[src/rtl/attn_pkg.sv]
// Shared constants and state encoding for the attention instruction sequencer.
package attn_pkg;

    localparam int ADDR_W = 4;   // width of qkmem_add and pmem_add fields
    localparam int INST_W = 20;  // instruction word width
    localparam int CNT_W  = 8;   // per-state cycle counter width

    // Instruction word bit positions
    localparam int INST_SFP_WR2PMEM = 19;
    localparam int INST_SFP_DIV     = 18;
    localparam int INST_SFP_ACC     = 17;
    localparam int INST_OFIFO_RD    = 16;
    localparam int INST_QKADD_LSB   = 12;
    localparam int INST_PADD_LSB    = 8;
    localparam int INST_EXECUTE     = 7;
    localparam int INST_LOAD        = 6;
    localparam int INST_QMEM_RD     = 5;
    localparam int INST_QMEM_WR     = 4;
    localparam int INST_KMEM_RD     = 3;
    localparam int INST_KMEM_WR     = 2;
    localparam int INST_PMEM_RD     = 1;
    localparam int INST_PMEM_WR     = 0;

    // Job phases in the order they are visited
    typedef enum logic [3:0] {
        IDLE   = 4'd0,
        QWR    = 4'd1,
        KWR    = 4'd2,
        GAP    = 4'd3,
        KLOAD  = 4'd4,
        DRAIN1 = 4'd5,
        EXEC   = 4'd6,
        DRAIN2 = 4'd7,
        OFIFO  = 4'd8,
        ACC    = 4'd9,
        DIV    = 4'd10,
        FIN    = 4'd11
    } state_e;

endpackage

[src/rtl/attn_inst_encode.sv]
// Combinational instruction decode: maps (state, counter, DIV row/sub-cycle,
// accepted beat) onto the 20-bit fullchip instruction word.
module attn_inst_encode
    import attn_pkg::*;
#(
    parameter int total_cycle = 8,
    parameter int col         = 8,
    parameter int aw          = ADDR_W
) (
    input  state_e            state_i,
    input  logic [CNT_W-1:0]  k_i,
    input  logic [aw-1:0]     r_i,
    input  logic [1:0]        s_i,
    input  logic              beat_i,
    output logic [INST_W-1:0] inst_o
);

    localparam logic [CNT_W-1:0] C_CNT  = CNT_W'(col);
    localparam logic [CNT_W-1:0] T_LAST = CNT_W'(total_cycle - 1);

    logic [aw-1:0]    qk_add;
    logic [aw-1:0]    p_add;
    logic [CNT_W-1:0] acc_row;
    logic [aw-1:0]    r_next;

    // ACC reads each pmem row twice, then sits on the last row
    assign acc_row = k_i >> 1;
    // DIV write-back address runs one row ahead; truncates to aw bits
    assign r_next  = r_i + aw'(1);

    // Per-state field decode; anything not set here stays 0
    always_comb begin
        inst_o = '0;
        qk_add = '0;
        p_add  = '0;
        case (state_i)
            QWR: begin
                if (beat_i) begin
                    inst_o[INST_QMEM_WR] = 1'b1;
                    qk_add               = k_i[aw-1:0];
                end
            end
            KWR: begin
                if (beat_i) begin
                    inst_o[INST_KMEM_WR] = 1'b1;
                    qk_add               = k_i[aw-1:0];
                end
            end
            KLOAD: begin
                inst_o[INST_LOAD] = 1'b1;
                // First and last cycles frame the load with no read
                if ((k_i != '0) && (k_i <= C_CNT)) begin
                    inst_o[INST_KMEM_RD] = 1'b1;
                    qk_add               = k_i[aw-1:0] - aw'(1);
                end
            end
            EXEC: begin
                inst_o[INST_EXECUTE] = 1'b1;
                inst_o[INST_QMEM_RD] = 1'b1;
                qk_add               = k_i[aw-1:0];
            end
            OFIFO: begin
                inst_o[INST_OFIFO_RD] = 1'b1;
                inst_o[INST_PMEM_WR]  = 1'b1;
                p_add                 = k_i[aw-1:0];
            end
            ACC: begin
                inst_o[INST_PMEM_RD] = 1'b1;
                inst_o[INST_SFP_ACC] = 1'b1;
                p_add = (acc_row > T_LAST) ? T_LAST[aw-1:0] : acc_row[aw-1:0];
            end
            DIV: begin
                if (k_i == '0) begin
                    inst_o[INST_SFP_DIV] = 1'b1;
                end else begin
                    inst_o[INST_PMEM_RD] = 1'b1;
                    // Cycles 1..3 prime the read pipe at address 0
                    if (k_i >= CNT_W'(4)) begin
                        inst_o[INST_SFP_WR2PMEM] = 1'b1;
                        case (s_i)
                            2'd0: begin
                                inst_o[INST_SFP_DIV] = 1'b1;
                                inst_o[INST_PMEM_WR] = 1'b1;
                                p_add                = r_i;
                            end
                            2'd1: begin
                                inst_o[INST_SFP_DIV] = 1'b1;
                                p_add                = r_next;
                            end
                            default: p_add = r_next;
                        endcase
                    end
                end
            end
            default: ;
        endcase
        inst_o[INST_QKADD_LSB +: ADDR_W] = ADDR_W'(qk_add);
        inst_o[INST_PADD_LSB +: ADDR_W]  = ADDR_W'(p_add);
    end

endmodule

[src/rtl/attn_seq_ctrl.sv]
// Attention job sequencer: accepts Q/K vectors over valid/ready and emits the
// full registered instruction stream for one job per start pulse.
//
// Handshake: a beat transfers on any rising edge where in_valid && in_ready;
// in_ready is high only in QWR/KWR, depends on state alone, and the source may
// present or withdraw in_valid at will (no stall penalty, no beat is lost).
module attn_seq_ctrl
    import attn_pkg::*;
#(
    parameter int total_cycle = 8,
    parameter int col         = 8,
    parameter int bw          = 8,
    parameter int pr          = 8,
    parameter int core        = 2,
    parameter int drain       = 10,
    parameter int aw          = ADDR_W
) (
    input  logic                    clk,
    input  logic                    reset,
    input  logic                    start,
    input  logic                    abort,
    input  logic                    in_valid,
    output logic                    in_ready,
    input  logic [pr*bw*core-1:0]   mem_in,
    output logic [pr*bw*core-1:0]   mem_out,
    output logic [INST_W-1:0]       inst,
    output logic                    busy,
    output logic                    done,
    output logic [3:0]              phase
);

    localparam int MW = pr * bw * core;

    localparam logic [CNT_W-1:0] T_LAST   = CNT_W'(total_cycle - 1);
    localparam logic [CNT_W-1:0] C_LAST   = CNT_W'(col - 1);
    localparam logic [CNT_W-1:0] KL_LAST  = CNT_W'(col + 1);
    localparam logic [CNT_W-1:0] D_LAST   = CNT_W'(drain - 1);
    localparam logic [CNT_W-1:0] ACC_LAST = CNT_W'(2 * total_cycle);
    localparam logic [CNT_W-1:0] DIV_LAST = CNT_W'(4 * total_cycle + 7);

    state_e            state_q;
    state_e            state_nx;
    logic [CNT_W-1:0]  k_q;
    logic [CNT_W-1:0]  k_last;
    logic [INST_W-1:0] inst_q;
    logic [INST_W-1:0] inst_d;
    logic [MW-1:0]     mem_out_q;
    logic              done_q;
    logic              beat;
    logic              step;
    logic [aw+1:0]     div_j;

    assign in_ready = (state_q == QWR) || (state_q == KWR);
    assign beat     = in_ready & in_valid;
    // Write phases advance only on accepted beats; all others every cycle
    assign step     = in_ready ? in_valid : 1'b1;

    // DIV body after the 4 lead-in cycles splits into row r, sub-cycle s
    assign div_j    = k_q[aw+1:0] - (aw + 2)'(4);

    // Last counter value and successor for each timed state
    always_comb begin
        k_last   = '0;
        state_nx = IDLE;
        case (state_q)
            QWR:    begin k_last = T_LAST;   state_nx = KWR;    end
            KWR:    begin k_last = C_LAST;   state_nx = GAP;    end
            GAP:    begin k_last = CNT_W'(1); state_nx = KLOAD; end
            KLOAD:  begin k_last = KL_LAST;  state_nx = DRAIN1; end
            DRAIN1: begin k_last = D_LAST;   state_nx = EXEC;   end
            EXEC:   begin k_last = T_LAST;   state_nx = DRAIN2; end
            DRAIN2: begin k_last = D_LAST;   state_nx = OFIFO;  end
            OFIFO:  begin k_last = T_LAST;   state_nx = ACC;    end
            ACC:    begin k_last = ACC_LAST; state_nx = DIV;    end
            DIV:    begin k_last = DIV_LAST; state_nx = FIN;    end
            default: ;
        endcase
    end

    attn_inst_encode #(
        .total_cycle (total_cycle),
        .col         (col),
        .aw          (aw)
    ) u_encode (
        .state_i (state_q),
        .k_i     (k_q),
        .r_i     (div_j[aw+1:2]),
        .s_i     (div_j[1:0]),
        .beat_i  (beat),
        .inst_o  (inst_d)
    );

    // Sequencer FSM with registered inst/mem_out/done, one cycle behind state
    always_ff @(posedge clk) begin
        if (reset || abort) begin
            state_q   <= IDLE;
            k_q       <= '0;
            inst_q    <= '0;
            mem_out_q <= '0;
            done_q    <= 1'b0;
        end else begin
            inst_q <= inst_d;
            done_q <= (state_q == FIN);
            if (beat) begin
                mem_out_q <= mem_in;
            end
            case (state_q)
                IDLE: begin
                    if (start) begin
                        state_q <= QWR;
                        k_q     <= '0;
                    end
                end
                default: begin
                    if (step) begin
                        if (k_q == k_last) begin
                            state_q <= state_nx;
                            k_q     <= '0;
                        end else begin
                            k_q <= k_q + CNT_W'(1);
                        end
                    end
                end
            endcase
        end
    end

    assign inst    = inst_q;
    assign mem_out = mem_out_q;
    assign done    = done_q;
    assign busy    = (state_q != IDLE);
    assign phase   = state_q;

endmodule

[config.mk]
export PLATFORM = sky130hd
export DESIGN_NAME = attn_seq_ctrl
export DESIGN_NICKNAME = d
export VERILOG_FILES = /design/src/rtl/attn_pkg.sv /design/src/rtl/attn_inst_encode.sv /design/src/rtl/attn_seq_ctrl.sv
export SDC_FILE = /design/constraint.sdc
export NUM_CORES = 1
export LEC_CHECK = 0
export BUFFER_PORTS_ARGS = -buffer_cell sky130_fd_sc_hd__buf_4
export CORE_AREA = 2 2 144 111
export DETAILED_ROUTE_END_ITERATION = 16
export DIE_AREA = 0 0 146 113
export HOLD_SLACK_MARGIN = 0.12
export MAX_ROUTING_LAYER = met4
export PLACE_DENSITY_LB_ADDON = 0.2
export REMOVE_ABC_BUFFERS = 1
export SLEW_MARGIN = 40
export SYNTH_ARGS = -nofsm -noshare
export SYNTH_HDL_FRONTEND = slang
export SYNTH_SLANG_ARGS = --single-unit
[constraint.sdc]
create_clock -name clk -period 1.75 [get_ports clk]
set_input_delay 0.175 -clock clk [delete_from_list [all_inputs] [get_ports clk]]
set_output_delay 0.175 -clock clk [all_outputs]
set_load 0.1 [all_outputs]
==> out/results.ini, run 1 <==
[sta]
setup_viol = 141
post-route-period-util_pct = 114.4
whs_ns = 0.1266
max_freq_mhz = 499.4
max_slew_margin_pct = 54.14
finalCriticalPeriod_ns = 2.002
fin_ws_ns = -0.2524
tightest_slew_ns = 0.6878
hold_viol = 0
clock_skew_ns = 0.01235
grt_setup_unrepaired = true
slew_violations = 0

[worst_setup_path]
path_cells = buf_6 > buf_6 > xnor2_4 > buf_6 > buf_6 > nor2_4 > buf_12 > buf_12 > buf_12 > buf_12 > nand2_4 > a21oi_2
cpPeakStageDelay_ns = 0.36
crit_arrival_ns = 2.35
worst_setup_path_start_kind = flop
cp_data_required_time_ns = 2.10
critical_path_class = reg2reg
cp_slowest_cell = dfxtp_4
crit_fanout = 6
critPathTopFamily = buffers and inverters
cp_num_buf_inv = 8
crit_path_end_kind = flop

[drt]
route.detailed.drc = 0
firstDrtPassIters = 5
vias = 8122
viasPerCell = 5.469
drt_iter0_drc = 594
routed_wl_mm = 33.18
route.antenna.remaining_nets = 0
routedWlPerCell_um = 22.34

[place]
place_ws_ns = -0.2889
placed_cell_area_um2 = 9031
hpwl_mm = 14.42
place_congestion = 0.9477
portBuffers = 287

[yosys]
synth.most_common_cell = nand2_1
async_reset_ff_share_pct = 0
synth_largest_area_cell = dfxtp_1
syn_area_um2 = 6211
ys_top_cells_by_count = nand2_1 (279), dfxtp_1 (160), a21oi_1 (145)
yosys_warnings = 0
synth_top_area_share_pct = 51.57
synth_seq_cells = 160
syn_area_per_cell_um2 = 7.983
ys_types = 58
synth_top_cells_by_area = dfxtp_1 (52%), nand2_1 (17%), a21oi_1 (12%), clkbuf_1 (2.9%), nor2_1 (1.3%)
ys_seq_area_share_pct = 51.57
synth_ff_type = dfxtp_1
synth_edf_count = 0
syn_inst = 778

[power]
p_leak_nw = 5.707
p_per_area_nw_per_um2 = 713.0
ir_worst_vdd_uv = 772.4
power.total_w = 0.009320

[die]
die_h_um = 113
chipWidth_um = 146
start_util_pct = 41.33
rows = 39
core_um2 = 15030
die_area_um2 = 16500
io_pins = 288

[clock_network]
clk_latency_ns = 0.44
cts.sinks = 160
cts_buffer_depth = 2
path_clk_slew_ns = 0.08
htreeDepth = 4
cts_tree = done
cts_made_buffers = 17
root_buffer = clkbuf_16

[status]
violations = setup timing
status = finished, violations left

[global_route]
grt_pass1_vias = 7961
grtUsageMet2_pct = 55.85
grt.overflow.total = 0
top_usage_layer = met2
use_met1_pct = 38.31
grtUsageTotal_pct = 33.36
grtUsageMet3_pct = 7.137
grt_start_max_net_pins = 97
antenna_found_initial = 1
grt_pass1_wl_mm = 42.17

[job]
maxCapViolations = 0

[hold_path]
hp-class = in2reg

[final_layout]
drive_gt1_share_pct = 56.37
final_util_pct = 86.98
area_growth_syn_to_layout_pct = 110.5
nets = 1405
finalInstanceArea_um2 = 13070

[state kept, by name, indices dropped and copies added (netlist names)]
register,flops
phase,4
done,1
inst,19
k_q,8
mem_out,128
[per-layer routing]
layer / share of wire, % / wire, um
met1: 36 / 12110
met4: 6.9 / 2277
met5: 0 / 0
met2: 49 / 16370
met3: 7.3 / 2429
[cells in the final DEF (no fill, tap or decap), types with 8 or more instances in the layout]
cell | netlist | final
buf_6 | 2 | 15
buf_4 | 2 | 347
clkbuf_16 | 0 | 19
a21oi_2 | 0 | 117
dfxtp_1 | 160 | 153
buf_12 | 0 | 28
nor2_1 | 21 | 19
nand2_4 | 0 | 91
a21oi_1 | 145 | 24
dlygate4sd3_1 | 0 | 129
nand2_1 | 279 | 151
nand2_2 | 0 | 37
xnor2_1 | 9 | 9
o21ai_0 | 8 | 8
[worst register-to-register path, delay by kind of cell, from the launching register on]
| kind | cells | cell delay (ns) |
|---|---|---|
| AOI/OAI and AO/OA | 1 | 0.20 |
| xor gates and xnor gates | 1 | 0.14 |
| buffers and inverters | 8 | 1.05 |
| DFF | 1 | 0.36 |
| and+or+nand+nor | 2 | 0.18 |
[cell families after synthesis]
group	Yosys count	share of synthesized area (%)
and+or+nand+nor	345	23.27
AOI/OAI and AO/OA	188	17.33
DFF	160	51.57
buffers and inverters	66	4.472
xor gates and xnor gates	12	1.995
adders and majority gates	6	1.209
muxes	1	0.1612
[what timing repair did]
action                                 CTS  global route
buffers inserted                        24            16
hold buffers                           129             0
endpoints found under the hold margin  130             0
pin swaps                               59           176
gates cloned                            12             3
resized for setup                      135           319
setup endpoints to repair              150           149
[worst paths after layout]
check                           start                       end  slack (ns)  depth (start not counted)
max             phase[0]$_SDFFE_PP0P_  mem_out[15]$_SDFFE_PP0P_       -0.25                         12
min                             reset       k_q[0]$_SDFFE_PP0P_        0.13                          4
max reg2reg     phase[0]$_SDFFE_PP0P_  mem_out[15]$_SDFFE_PP0P_       -0.25                         12
min reg2reg  mem_out[56]$_SDFFE_PP0P_  mem_out[56]$_SDFFE_PP0P_        0.47                          2
[through the flow]
| stage | TNS, ns | cells |
|---|---|---|
| 2_1_floorplan | -536.48 | 717 |
| 3_5_place_dp | -15.29 | 1283 |
| 3_3_place_gp | -12.51 | 1283 |
| 4_1_cts | -9.105 | 1479 |
| 5_1_grt | -21.75 | 1485 |
| 6_report | -15.23 | 1485 |
[where the power goes]
group | internal [W] | leakage [nW] | switching, W
combinational | 0.000773 | 4.13 | 0.000983
clock | 0.00217 | 0.285 | 0.00170
sequential | 0.00367 | 1.29 | 0.0000269
[area by class of cell]
| class | instances | area (um^2) |
|---|---|---|
| Clock inverter | 14 | 156.4 |
| Fill cell | 677 | 1957 |
| Sequential cell | 160 | 3219 |
| Multi-Input combinational cell | 552 | 4119 |
| Inverter | 5 | 18.77 |
| Antenna cell | 1 | 2.502 |
| Clock buffer | 18 | 439.2 |
| Tap cell | 205 | 256.5 |
| Timing Repair Buffer | 530 | 4861 |
No activity file was read; power rests on OpenSTA's default activity.
==> inputs of run 2 (changes only) <==
--- a/config.mk
+++ b/config.mk
@@ -6,9 +6,9 @@
 export NUM_CORES = 1
 export LEC_CHECK = 0
 export BUFFER_PORTS_ARGS = -buffer_cell sky130_fd_sc_hd__buf_4
-export CORE_AREA = 2 2 144 111
+export CORE_AREA = 2 2 139 107
 export DETAILED_ROUTE_END_ITERATION = 16
-export DIE_AREA = 0 0 146 113
+export DIE_AREA = 0 0 141 109
 export HOLD_SLACK_MARGIN = 0.12
 export MAX_ROUTING_LAYER = met4
 export PLACE_DENSITY_LB_ADDON = 0.2
==> constraint.sdc (replaced) <==
create_clock -name clk -period 2.05 [get_ports clk]
set_input_delay 0.205 -clock clk [delete_from_list [all_inputs] [get_ports clk]]
set_output_delay 0.205 -clock clk [all_outputs]
set_load 0.1 [all_outputs]
==> out/results.ini, run 2 (same netlist as run 1, synthesis figures left out) <==
[global_route]
grt_pass1_vias = 6624  ; was 7961
grt.overflow.total = 0  ; unchanged
grtUsageTotal_pct = 27.52  ; was 33.36%
grt_pass1_wl_mm = 33.18  ; was 42.17 mm
grt_start_max_net_pins = 106  ; was 97
antenna_found_initial = 1  ; unchanged

[power]
ir_worst_vdd_uv = 587.2  ; was 772.4 uV
p_per_area_nw_per_um2 = 706.4  ; was 713.0 nW/um^2
p_leak_nw = 4.292  ; was 5.707 nW

[final_layout]
layout_common_cells = buf_4 (309), nand2_1 (279), dfxtp_1 (157)  ; was buf_4 (347), dfxtp_1 (153), nand2_1 (151)
area_growth_syn_to_layout_pct = 70.45  ; was 110.5%
multi_input_area_um2 = 2784  ; was 4119 um^2
final_util_pct = 74.97  ; was 86.98%
seqCellArea_um2 = 3207  ; was 3219 um^2
largest_register_ffs = 128  ; unchanged
nets = 1319  ; was 1405
nFillCells = 930  ; was 677
layout_commonest_cell = buf_4  ; unchanged
drive_gt1_share_pct = 31.27  ; was 56.37%

[drt]
drt_iter0_drc = 413  ; was 594
route.detailed.drc = 0  ; unchanged
firstDrtPassIters = 4  ; was 5
viasPerCell = 4.974  ; was 5.469
routed_wl_mm = 21.55  ; was 33.18 mm
route.antenna.remaining_nets = 0  ; unchanged
vias = 6834  ; was 8122
routedWlPerCell_um = 15.68  ; was 22.34 um

[clock_network]
clk_latency_ns = 0.40  ; was 0.44 ns
cts_tree = done  ; unchanged
cts_buffer_depth = 2  ; unchanged
cts_made_buffers = 17  ; unchanged
root_buffer = clkbuf_16  ; unchanged
cts.sinks = 160  ; unchanged
path_clk_slew_ns = 0.07  ; was 0.08 ns
htreeDepth = 4  ; unchanged

[job]
maxCapViolations = 0  ; unchanged

[sta]
finalCriticalPeriod_ns = 2.016  ; was 2.002 ns
hold_viol = 0  ; unchanged
tightest_slew_ns = 0.4837  ; was 0.6878 ns
grt_setup_unrepaired = true  ; unchanged
fin_ws_ns = 0.03351  ; was -0.2524 ns
clock_skew_ns = 0.009975  ; was 0.01235 ns
max_freq_mhz = 495.9  ; was 499.4 MHz
setup_viol = 0  ; was 141
slew_violations = 0  ; unchanged
post-route-period-util_pct = 98.37  ; was 114.4%
max_slew_margin_pct = 67.30  ; was 54.14%

[worst_setup_path]
cpPeakStageDelay_ns = 0.44  ; was 0.36 ns
cp_data_required_time_ns = 2.36  ; was 2.10 ns
crit_fanout = 8  ; was 6
critical_path_class = reg2reg  ; unchanged
cp_slowest_cell = o311ai_4  ; was dfxtp_4
crit_path_end_kind = flop  ; unchanged
worst_setup_path_start_kind = flop  ; unchanged
crit_arrival_ns = 2.33  ; was 2.35 ns
path_cells = buf_4 > or3b_1 > and4_4 > o311ai_4 > o21ai_4 > a211oi_1  ; was buf_6 > buf_6 > xnor2_4 > buf_6 > buf_6 > nor2_4 > buf_12 > buf_12 > buf_12 > buf_12 > nand2_4 > a21oi_2

[place]
place_ws_ns = 0.01608  ; was -0.2889 ns
place_congestion = 0.8825  ; was 0.9477
portBuffers = 287  ; unchanged
hpwl_mm = 13.16  ; was 14.42 mm

[hold_path]
hp-class = in2reg  ; unchanged

[die]
rows = 38  ; was 39
start_util_pct = 43.98  ; was 41.33%
die_area_um2 = 15370  ; was 16500 um^2
io_pins = 288  ; unchanged
die_h_um = 109  ; was 113 um
chipWidth_um = 141  ; was 146 um
core_um2 = 14120  ; was 15030 um^2

[status]
status = finished clean  ; was finished, violations left

[run 2: cell types whose count changed in the layout (fill, tap and decap cells not counted), sizes merged]
| cell | change |
|---|---|
| buf | -84 |
| bufinv | +1 |
| clkinv | -4 |
| clkinvlp | +1 |
| clkbuf | -1 |
| inv | +1 |
[run 2: path summary, 6_finish.rpt]
path                             from                       end  slack [ns]  cells after the start
max             phase[0]$_SDFFE_PP0P_       k_q[4]$_SDFFE_PP0P_        0.03                      6
min                             reset     phase[1]$_SDFFE_PP0P_        0.15                      4
max reg2reg     phase[0]$_SDFFE_PP0P_       k_q[4]$_SDFFE_PP0P_        0.03                      6
min reg2reg  mem_out[55]$_SDFFE_PP0P_  mem_out[55]$_SDFFE_PP0P_        0.45                      2
[run 2: layer usage]
| metal | wire length (um) | part of all wire, % | global-route usage, % |
|---|---|---|---|
| met5 | 0 | 0 | - |
| met4 | 597 | 2.8 | 10.64 |
| met3 | 1158 | 5.4 | 5.578 |
| met2 | 10500 | 49 | 45.33 |
| met1 | 9288 | 43 | 33.70 |
[run 2: what timing repair did]
action | CTS | global route
pin swaps | 1 | 4
endpoints found under the hold margin | 130 | 0
hold buffers | 129 | 0
endpoints found under the setup margin | 5 | 13
resized for setup | 5 | 11
buffers inserted | 0 | 1
[run 2: layout make-up]
type / count / area share (%)
repair buffers: 444 / 35.24
flip-flops and latches: 160 / 30.29
multi-input cells: 552 / 26.30
clock buffers: 19 / 4.184
well taps: 180 / 2.127
clock inverters: 13 / 1.655
inverters: 5 / 0.1773
diodes: 1 / 0.02364
[run 2: through the flow]
stage	hold WS, ns	setup TNS [ns]	instance area [um^2]	std cells	power [W]
global placement	0.4423	0	8610	1211	0.004009
global route	0.1468	-0.2055	10590	1374	0.007736
finish	0.1483	0	10590	1374	0.007478
floorplan	0.3410	-489.66	5952	717	0.003672
CTS	0.1321	0	10540	1372	0.007505
detailed placement	0.4469	0	8610	1211	0.004012
[run 2: where the power goes]
| group | switching (W) | internal (W) | total (W) |
|---|---|---|---|
| combinational | 0.000566 | 0.000458 | 0.00102 |
| clock | 0.00132 | 0.00198 | 0.00330 |
| sequential | 0.0000184 | 0.00314 | 0.00316 |
[run 2: critical path, delay by kind of cell (launching register included)]
kind,cells,cell delay (ns)
DFF,1,0.36
buffers and inverters,1,0.15
AOI/OAI and AO/OA,3,0.87
and+or+nand+nor,2,0.53
==> inputs of run 3 (changes only) <==
--- a/config.mk
+++ b/config.mk
@@ -11,7 +11,7 @@
 export DIE_AREA = 0 0 141 109
 export HOLD_SLACK_MARGIN = 0.12
 export MAX_ROUTING_LAYER = met4
-export PLACE_DENSITY_LB_ADDON = 0.2
+export PLACE_DENSITY = 0.86
 export REMOVE_ABC_BUFFERS = 1
 export SLEW_MARGIN = 40
 export SYNTH_ARGS = -nofsm -noshare
==> out/results.ini, run 3 (same netlist as run 1, synthesis figures left out) <==
[status]
status = finished clean  ; unchanged

[worst_setup_path]
crit_path_end_kind = flop  ; unchanged
crit_arrival_ns = 2.30  ; was 2.33 ns
critical_path_class = reg2reg  ; unchanged
cp_data_required_time_ns = 2.35  ; was 2.36 ns
crit_fanout = 9  ; was 8
worst_setup_path_start_kind = flop  ; unchanged

[sta]
fin_ws_ns = 0.04962  ; was 0.03351 ns
finalCriticalPeriod_ns = 2.000  ; was 2.016 ns
max_slew_margin_pct = 60.40  ; was 67.30%
max_freq_mhz = 499.9  ; was 495.9 MHz
post-route-period-util_pct = 97.58  ; was 98.37%
setup_viol = 0  ; unchanged
clock_skew_ns = 0.01080  ; was 0.009975 ns
tightest_slew_ns = 0.5919  ; was 0.4837 ns
fin_setup_tns_ns = 0  ; unchanged
slew_violations = 0  ; unchanged
grt_setup_unrepaired = true  ; unchanged
hold_viol = 0  ; unchanged

[die]
die_h_um = 109  ; unchanged
start_util_pct = 43.98  ; unchanged
rows = 38  ; unchanged
io_pins = 288  ; unchanged
chipWidth_um = 141  ; unchanged
die_area_um2 = 15370  ; unchanged
core_um2 = 14120  ; unchanged

[drt]
drt_iter0_drc = 646  ; was 413
routedWlPerCell_um = 18.44  ; was 15.68 um
route.antenna.remaining_nets = 0  ; unchanged
vias = 7449  ; was 6834
viasPerCell = 5.382  ; was 4.974
firstDrtPassIters = 6  ; was 4
route.detailed.drc = 0  ; unchanged
routed_wl_mm = 25.52  ; was 21.55 mm

[global_route]
grt_start_max_net_pins = 96  ; was 106
grt_pass1_wl_mm = 38.52  ; was 33.18 mm
grt_pass1_vias = 7466  ; was 6624
grtUsageTotal_pct = 33.02  ; was 27.52%
antenna_found_initial = 0  ; was 1
grt.overflow.total = 0  ; unchanged

[place]
hpwl_mm = 13.82  ; was 13.16 mm
place_ws_ns = -0.02482  ; was 0.01608 ns
place_congestion = 0.9730  ; was 0.8825
portBuffers = 287  ; unchanged

[job]
maxCapViolations = 0  ; unchanged

[final_layout]
nFillCells = 819  ; was 930
final_util_pct = 75.67  ; was 74.97%
layout_common_cells = buf_4 (319), nand2_1 (279), dfxtp_1 (156)  ; was buf_4 (309), nand2_1 (279), dfxtp_1 (157)
diodes = 0  ; was 1
area_growth_syn_to_layout_pct = 72.04  ; was 70.45%
largest_register_ffs = 128  ; unchanged
drive_gt1_share_pct = 31.89  ; was 31.27%
layout_commonest_cell = buf_4  ; unchanged
nets = 1330  ; was 1319

[hold_path]
hp-class = in2reg  ; unchanged

[clock_network]
cts.sinks = 160  ; unchanged
cts_tree = done  ; unchanged
root_buffer = clkbuf_16  ; unchanged
clk_latency_ns = 0.44  ; was 0.40 ns
htreeDepth = 4  ; unchanged
cts_buffer_depth = 2  ; unchanged
path_clk_slew_ns = 0.07  ; about the same
cts_made_buffers = 17  ; unchanged

[power]
p_per_area_nw_per_um2 = 715.4  ; was 706.4 nW/um^2
ir_worst_vdd_uv = 549.2  ; was 587.2 uV
p_leak_nw = 4.374  ; was 4.292 nW

run 3: final timing paths:
kind                                  from                  endpoint  slack (ns)  cells past startpoint
hold / removal                       abort       k_q[7]$_SDFFE_PP0P_        0.18                      3
setup / recovery     phase[0]$_SDFFE_PP0P_     phase[3]$_SDFFE_PP0P_        0.05                      6
hold reg to reg   mem_out[68]$_SDFFE_PP0P_  mem_out[68]$_SDFFE_PP0P_        0.46                      2
setup reg to reg     phase[0]$_SDFFE_PP0P_     phase[3]$_SDFFE_PP0P_        0.05                      6
run 3: area by class of cell:
cell class / instances / area [um^2] / area share, %
repair buffers: 455 / 3826 / 35.81
inverters: 5 / 18.77 / 0.1756
flip-flops and latches: 160 / 3208 / 30.02
well taps: 180 / 225.2 / 2.108
clock inverters: 14 / 191.4 / 1.792
clock buffers: 18 / 429.2 / 4.016
multi-input cells: 552 / 2786 / 26.08
run 3: where the power goes:
part / switching [W] / internal (W) / total [W]
registers: 0.0000213 / 0.00314 / 0.00316
clock network: 0.00145 / 0.00197 / 0.00342
logic: 0.000596 / 0.000469 / 0.00106
total: 0.00207 / 0.00557 / 0.00764
run 3: metal layers:
layer | up-vias | track usage, % | wire length (um) | share of wire, %
met2 | 485 | 54.36 | 12420 | 49
met3 | 117 | 8.652 | 2104 | 8.2
li1 | 3397 | - | - | -
met1 | 3450 | 37.51 | 9835 | 39
met5 | - | - | 0 | 0
met4 | 0 | 17.21 | 1154 | 4.5
run 3: repair_timing:
action,CTS,global route
pin swaps,1,3
resized for setup,4,12
buffers inserted,0,4
endpoints found under the hold margin,130,0
hold buffers,129,0
endpoints found under the setup margin,10,35
run 3: per-stage QoR:
stage	power [W]	area, um^2	instances	hold slack (ns)
final	0.007644	10690	1384	0.1820
after global routing	0.007842	10690	1384	0.2056
after CTS	0.007571	10610	1380	0.1944
after detailed placement	0.004019	8682	1219	0.4466
after global placement	0.004013	8682	1219	0.4416
after floorplan	0.003672	5952	717	0.3410
run 3: worst max-delay path, cell delays in order, from the launching register on:
cell,delay (ns)
dfxtp_2,0.35
buf_4,0.16
or3b_2,0.46
o22ai_2,0.20
o311ai_4,0.17
o311ai_0,0.40
o31ai_1,0.12
